### src/rtl/riscv_pkg.sv
// riscv_pkg: shared constants for the Riscv151 fetch front end.
`default_nettype none

package riscv_pkg;

  localparam logic [31:0] RESET_PC_DEFAULT = 32'h0000_2000;
  localparam logic [31:0] INST_NOP         = 32'h0000_0013;
  localparam int unsigned PC_STEP          = 4;

endpackage

`default_nettype wire

### src/rtl/riscv_fetch_queue.sv
// fetch_queue: synchronous FIFO of {pc, inst}; flush wins, pop-on-empty and push-on-full are ignored.
`default_nettype none

module fetch_queue
  import riscv_pkg::*;
#(
  parameter int XLEN  = 32,
  parameter int DEPTH = 4
) (
  input  logic                       clk,
  input  logic                       reset,
  input  logic                       flush,
  input  logic                       push,
  input  logic [XLEN-1:0]            push_pc,
  input  logic [XLEN-1:0]            push_inst,
  input  logic                       pop,
  output logic [XLEN-1:0]            head_pc,
  output logic [XLEN-1:0]            head_inst,
  output logic                       empty,
  output logic                       full,
  output logic [$clog2(DEPTH):0]     count
);

  localparam int PTRW = $clog2(DEPTH);

  logic [XLEN-1:0] mem_pc   [DEPTH];
  logic [XLEN-1:0] mem_inst [DEPTH];
  logic [PTRW-1:0] wr_ptr;
  logic [PTRW-1:0] rd_ptr;
  logic            do_push;
  logic            do_pop;

  assign empty     = (count == '0);
  assign full      = (count == (PTRW+1)'(DEPTH));
  assign do_push   = push && !full && !flush;
  assign do_pop    = pop && !empty && !flush;
  assign head_pc   = mem_pc[rd_ptr];
  assign head_inst = mem_inst[rd_ptr];

  // Storage is cleared on reset so the head reads as zero until the first push.
  always_ff @(posedge clk) begin
    if (reset) begin
      wr_ptr <= '0;
      rd_ptr <= '0;
      count  <= '0;
      for (int i = 0; i < DEPTH; i++) begin
        mem_pc[i]   <= '0;
        mem_inst[i] <= '0;
      end
    end else if (flush) begin
      wr_ptr <= '0;
      rd_ptr <= '0;
      count  <= '0;
    end else begin
      if (do_push) begin
        mem_pc[wr_ptr]   <= push_pc;
        mem_inst[wr_ptr] <= push_inst;
        wr_ptr           <= wr_ptr + PTRW'(1);
      end
      if (do_pop) begin
        rd_ptr <= rd_ptr + PTRW'(1);
      end
      case ({do_push, do_pop})
        2'b10:   count <= count + (PTRW+1)'(1);
        2'b01:   count <= count - (PTRW+1)'(1);
        default: count <= count;
      endcase
    end
  end

endmodule

`default_nettype wire

### src/rtl/riscv_fetch_unit.sv
// riscv_fetch_unit: decoupled fetch stage owning fetch PC, in-flight/kill tracking and issue credit.
`default_nettype none

module riscv_fetch_unit
  import riscv_pkg::*;
#(
  parameter int              XLEN     = 32,
  parameter int              DEPTH    = 4,
  parameter logic [XLEN-1:0] RESET_PC = RESET_PC_DEFAULT
) (
  input  logic                   clk,
  input  logic                   reset,
  input  logic                   redirect_valid,
  input  logic [XLEN-1:0]        redirect_pc,
  output logic [XLEN-1:0]        icache_addr,
  output logic                   icache_re,
  input  logic [XLEN-1:0]        icache_dout,
  input  logic                   stall,
  output logic                   inst_valid,
  input  logic                   inst_ready,
  output logic [XLEN-1:0]        inst,
  output logic [XLEN-1:0]        inst_pc,
  output logic [$clog2(DEPTH):0] occupancy
);

  localparam int CW = $clog2(DEPTH) + 1;

  logic [XLEN-1:0] fetch_pc;
  logic [XLEN-1:0] req_pc;
  logic            inflight;
  logic            killed;
  logic [CW:0]     credit_used;
  logic            accept;
  logic            capture;
  logic            push;
  logic            pop;
  logic            empty;
  logic            full;

  // A credit is consumed by every queued entry and by the request in flight.
  assign credit_used = {1'b0, occupancy} + {{CW{1'b0}}, inflight};
  assign icache_re   = !reset && (redirect_valid || (credit_used < (CW+1)'(DEPTH)));
  assign icache_addr = redirect_valid ? redirect_pc : fetch_pc;
  assign accept      = icache_re && !stall;
  assign capture     = inflight && !stall;
  assign push        = capture && !killed && !redirect_valid;
  assign inst_valid  = !empty && !redirect_valid;
  assign pop         = inst_valid && inst_ready;

  // Any acceptance while a request is in flight coincides with its capture,
  // so at most one request is ever outstanding.
  always_ff @(posedge clk) begin
    if (reset) begin
      fetch_pc <= RESET_PC;
      req_pc   <= '0;
      inflight <= 1'b0;
      killed   <= 1'b0;
    end else begin
      inflight <= accept || (inflight && stall);
      killed   <= (redirect_valid ? inflight : killed) && stall;
      if (accept) begin
        req_pc   <= icache_addr;
        fetch_pc <= icache_addr + XLEN'(PC_STEP);
      end else begin
        fetch_pc <= icache_addr;
      end
    end
  end

  fetch_queue #(
    .XLEN  (XLEN),
    .DEPTH (DEPTH)
  ) u_queue (
    .clk       (clk),
    .reset     (reset),
    .flush     (redirect_valid),
    .push      (push),
    .push_pc   (req_pc),
    .push_inst (icache_dout),
    .pop       (pop),
    .head_pc   (inst_pc),
    .head_inst (inst),
    .empty     (empty),
    .full      (full),
    .count     (occupancy)
  );

endmodule

`default_nettype wire
### config.mk
export PLATFORM = sky130hd
export DESIGN_NAME = riscv_fetch_unit
export DESIGN_NICKNAME = d
export VERILOG_FILES = /design/src/rtl/riscv_pkg.sv /design/src/rtl/riscv_fetch_queue.sv /design/src/rtl/riscv_fetch_unit.sv
export SDC_FILE = /design/constraint.sdc
export NUM_CORES = 1
export LEC_CHECK = 0
export ABC_AREA = 1
export CAP_MARGIN = 30
export CORE_MARGIN = 1
export CORE_UTILIZATION = 45
export CTS_CLUSTER_DIAMETER = 60
export DETAILED_ROUTE_END_ITERATION = 6
export PLACE_DENSITY = 0.63
export SLEW_MARGIN = 20
export SYNTH_ARGS = -nofsm -noshare
export SYNTH_HDL_FRONTEND = slang
export SYNTH_SLANG_ARGS = --single-unit
### constraint.sdc
create_clock -name clk -period 10.1 [get_ports clk]
set_input_delay 3.03 -clock clk [delete_from_list [all_inputs] [get_ports clk]]
set_output_delay 3.03 -clock clk [all_outputs]
set_load 0.01 [all_outputs]
Word level (Yosys, flattened, before mapping):

Memory sizes are Yosys's and may differ from the RTL's. A register that Yosys moved wholly into a read port is not among the register bits.
Index checks and enable logic that the tools add are counted.

* shift-type cells: 0
* multipliers: 0
* divide/modulo/power cells: 0
* order comparisons: 1
* bitwise logic cells: 0
* eq/ne operators: 3
* add/subtract/negate cells: 6
* multiplexer cells: 20
* reduce and logical (&&, ||, !) cells: 26

Operators by type and width (count)
* 32-bit two-way mux: 4
* 32-bit OR reduction: 2
* 32-bit by 3-bit adder with 32-bit output, second input constant: 1
* 1-bit logical AND: 13
* 2-bit two-way mux: 6
* 1-bit two-way mux: 9
* 1-bit logical NOT: 6
* 3-bit one-hot mux with 2 select lines: 1
* 2-bit by 1-bit adder with 2-bit output, second input constant: 2
* 3-bit by 1-bit adder with 4-bit output: 1
* 4-bit by 3-bit less-than comparator with 1-bit output, second input constant: 1
* 3-bit by 1-bit adder with 3-bit output, second input constant: 1
* 3-bit equality test, second input constant: 1
* 3-bit logical NOT: 1
* 3-bit by 1-bit subtractor with 3-bit output, second input constant: 1
* 2-bit by 1-bit equality test with 1-bit output, second input constant: 1
* 2-bit equality test, second input constant: 1
* 1-bit logical OR: 2
* 2-bit nonzero test: 1
* 2-bit OR reduction: 1

* latch bits: 0
* logic and storage cells: 65
* bits in read-only memories: 0
* bits of input ports: 69
* RAM bits: 256
* register bits: 73
* memories: 2

Memory list
* u_queue.mem_inst: depth 4, width 32, read ports 1, clocked after Yosys merged registers in 1, wr ports 4, RTL line riscv_fetch_queue.sv:27 `logic [XLEN-1:0] mem_inst [DEPTH];`
* u_queue.mem_pc: depth 4, width 32, read ports 1, clocked after Yosys merged registers in 1, wr ports 4, RTL line riscv_fetch_queue.sv:26 `logic [XLEN-1:0] mem_pc [DEPTH];`

Logic depth before layout (Yosys ltp):

* word-level depth: 12
* depth in mapped cells: 13
* mapped depth without buffers: 13

Hierarchy:

A second synthesis with hierarchy kept.

* cells, all modules: 1607
* area total of the unflattened synthesis: 14761.7 um2

Modules (own cells, without submodules)
* fetch_queue: area each 11265.8 um2, cells an instance 1040, times used 1
* riscv_fetch_unit: area each 3495.9 um2, cells an instance 567, times used 1

Worst setup path after synthesis:

Ideal clock, no wire load.

* path kind: input to register
* start point: input redirect_valid
* end point: memory u_queue.mem_inst[3][0], enable pin
* stages: 5
* arrival: 8.304 ns
* setup slack: 1.215 ns
* data required time: 9.519 ns
* setup time: 0.581 ns
* path buffers: 2
* cell sequence: buf_6 -> nor3_1 -> nand2_1 -> buf_2 -> o31ai_1

RTL lines
* start, declared: RTL line riscv_fetch_unit.sv:13 `input logic redirect_valid,`
* end, declared: RTL line riscv_fetch_queue.sv:27

Worst setup path after layout:

* start point: input redirect_valid
* end point: output icache_addr[1]

* word-level cells in the longest chain between the ends: 1

Ends and longest elaborated chain
* 32-bit two-way mux: RTL line riscv_fetch_unit.sv:43 `assign icache_addr = redirect_valid ? redirect_pc : fetch_pc;`
* end, declared: RTL line riscv_fetch_unit.sv:15 `output logic [XLEN-1:0] icache_addr,`

No other way between the ends.

==> out/qor.txt <==
Fin. Hold Viols -> 0
port bufs -> 169
kind of critical path -> input pin to output pin
Min-Delay Path Depth -> 2
Reg2Reg Depth -> 8
Starting Density -> 0.461
Clk pin slew, worst setup/hold paths -> 0.06 ns
fin crit period -> 8.39 ns
initial antenna violation count -> 0
Die Ht -> 183 um
Ys Warns -> 0
RSZ-0062 raised after global routing -> false
fin. max-slew vios -> 0
Static Leak -> 6.69 nW
number of global-route vias before repair -> 11178
CP max FO -> 41
synthesized area -> 14700 um2
Clock Sinks -> 331
synth unique cells -> 41
Rel. slew slack -> 0.456
top cell type's share of synthesized area -> 0.523
sequential group share of total power -> 0.484
total power -> 0.00317 W
gr usage total -> 0.231
total CTS buffers -> 38
largest area contributor in the netlist -> edfxtp_1
Final period util -> 0.830
Die X -> 183 um
CP Launch Type -> input pin
critical path endpoint category -> output pin
worst reg2reg endpoint -> u_queue.mem_inst[2][16]$_SDFFCE_PN0P_
Sw Pwr -> 0.000715 W
Clock power frac -> 0.440
Critical Path RT -> 7.07 ns
grt ovf -> 0
ratio of cells with drive above 1 in the final layout -> 0.0782
VDD IR max -> 0.000115 V
number of vias per cell -> 5.19
EDFF count, synth -> 256
top_reg_cell synth -> edfxtp_1
flip-flop and latch count after synthesis -> 331
Synth area leaders -> edfxtp_1 (52%), nor2_1 (11%), dfxtp_1 (10%)
Ports -> 170
diode count -> 0
Least-Margin Pin Slew -> 0.817 ns
Pwr per Cell Area -> 175 nW/um2
PostCTS Resize Cnt -> 0
met3 wire len -> 2.95 mm
first-pass GRT wire length -> 60.3 mm
Area Overhead vs Synth -> 22.7%
first-pass iteration count of the detailed router -> 5
met2 wire length -> 17.0 mm
dpl cells -> 2105
hold-fix buffers at CTS -> 0
post-synthesis sequential area ratio -> 0.625
# setup viols final -> 0
Gate Count Post-Synth -> 1574
most frequent cell after synthesis -> nor2_1
Fillers -> 2875
Root Driver -> clkbuf_16
sw frac -> 0.226
sum of negative setup slack -> 0 ns
Synth async-reset ratio -> 0
mean area per synthesized cell -> 9.34 um2
HP Start -> req_pc[10]$_SDFFE_PP0P_
Core ar. -> 31900 um2
full die area -> 33400 um2
top achievable clock speed -> 119 MHz
status -> complete, no violations
clk_lat worst skew -> 0.52 ns
DP HPWL -> 21.6 mm
htree depth -> 2
worst clock skew -> 0.0110 ns
non-filler cells, final -> 2175
Hold Crit Class -> register to register
DRT antenna net count -> 0
GP Congestion -> 0.855
maximum root-to-sink buffer count -> 3
internal power -> 0.00245 W
Rows -> 65
Reg2Reg Setup Slack -> 7.45 ns
Layout Nets -> 1782
combinational fraction of design power -> 0.075
Highest Signal Layer -> met4
Hold Path End -> req_pc[10]$_SDFFE_PP0P_
Commonest cells post-synth -> nor2_1 (441), edfxtp_1 (256), o21ai_0 (174)
Initial DRC Count -> 984
crit path setup slack, layout -> 1.71 ns
max_cap viols -> 0
Post-CTS Setup Inserts -> 0
Total Wirelength -> 37.8 mm
largest net degree at the start of global routing -> 71
met1 WL -> 17.1 mm
CP Data Arrival Time -> 5.36 ns
CTS tree -> built
Post-Place Worst Slack -> 1.70 ns
DR vias -> 11297
syn_nets -> 1646
DR WL/cell -> 17.4 um
FF-to-FF Start -> u_queue.count[0]$_SDFFE_PP0P_
DRC -> 0
## routing by layer
layer | GRT usage | up-vias
li1 | - | 5489
met1 | 0.327 | 5356
met2 | 0.365 | 393
met3 | 0.0453 | 59
met4 | 0.0561 | 0
met5 | 0 | -
## power groups by stage
stage	clock network, W	logic (W)	registers [W]
2_1_floorplan	0	0.000121	0.00156
3_3_place_gp	0	0.000234	0.00156
3_5_place_dp	0	0.000239	0.00156
4_1_cts	0.00142	0.000240	0.00153
5_1_grt	0.00148	0.000261	0.00154
6_report	0.00139	0.000238	0.00153
## cell usage in the layout, fill, tap and decap left out, types with 5 or more instances in the layout
cell type,instances
buf_4,14
o21ai_0,174
clkinv_1,9
nand2_4,6
a21oi_1,36
clkinv_2,6
nor3_1,16
nand4_1,6
nand2_1,163
clkdlybuf4s50_1,169
nor2_2,7
clkbuf_16,41
nor2_4,5
inv_1,156
nor2_1,441
dfxtp_1,73
inv_2,8
edfxtp_1,256
o22ai_1,64
nand2_2,20
nand3_1,18
## stage by stage
stage	utilization	cell area [um2]	hold WS (ns)
floorplan	-	14700	0.444
global placement	0.523	16700	0.465
detailed placement	0.526	16800	0.470
CTS	0.566	18000	0.486
global route	0.566	18000	0.509
finish	0.566	18000	0.482
## state kept, by name, indices dropped and copies added, names as in the netlist, named ones only
| register | flops |
|---|---|
| u_queue.mem_inst | 128 |
| u_queue.mem_pc | 128 |
| fetch_pc | 32 |
| req_pc | 32 |
| u_queue.count | 3 |
| u_queue.rd_ptr | 2 |
| u_queue.wr_ptr | 2 |
| killed | 1 |
## worst max-delay path: stages
cell and delay [ns]:
clkdlybuf4s50_1 0.45, buf_4 0.41, inv_2 0.38, or2_2 0.37, o21ai_0 0.11, inv_1 0.09, clkdlybuf4s50_1 0.49
## worst max-delay path by stage
| stage | from | endpoint | slack, ns |
|---|---|---|---|
| after global placement | redirect_valid | icache_addr[0] | 1.73 |
| after floorplan | redirect_valid | u_queue.mem_inst[3][0]$_DFFE_PP_ | 1.22 |
| final | redirect_valid | icache_addr[1] | 1.71 |
| after global routing | redirect_valid | icache_addr[1] | 1.55 |
| after CTS | redirect_valid | icache_addr[1] | 1.69 |
| after detailed placement | redirect_valid | icache_addr[1] | 1.70 |
## logic make-up (layout without fill, tap and decap cells)
family	count (synthesis)	after routing	synth area share
buf+inv	256	422	0.0699
flops	331	331	0.625
simple gates	694	694	0.195
compound gates	289	289	0.107
fa+ha+maj	3	3	0.00306
xor+xnor	1	1	0.000596
## cell type report
class / count / area (um2) / area share
sequential: 331 / 9190 / 0.510
multi-input combinational: 987 / 4530 / 0.251
timing repair buffer: 186 / 1860 / 0.103
clock buffer: 47 / 1070 / 0.0592
inverter: 166 / 624 / 0.0346
tap: 435 / 544 / 0.0302
clock inverter: 23 / 214 / 0.0119
Power figures use the tool's default switching activity.
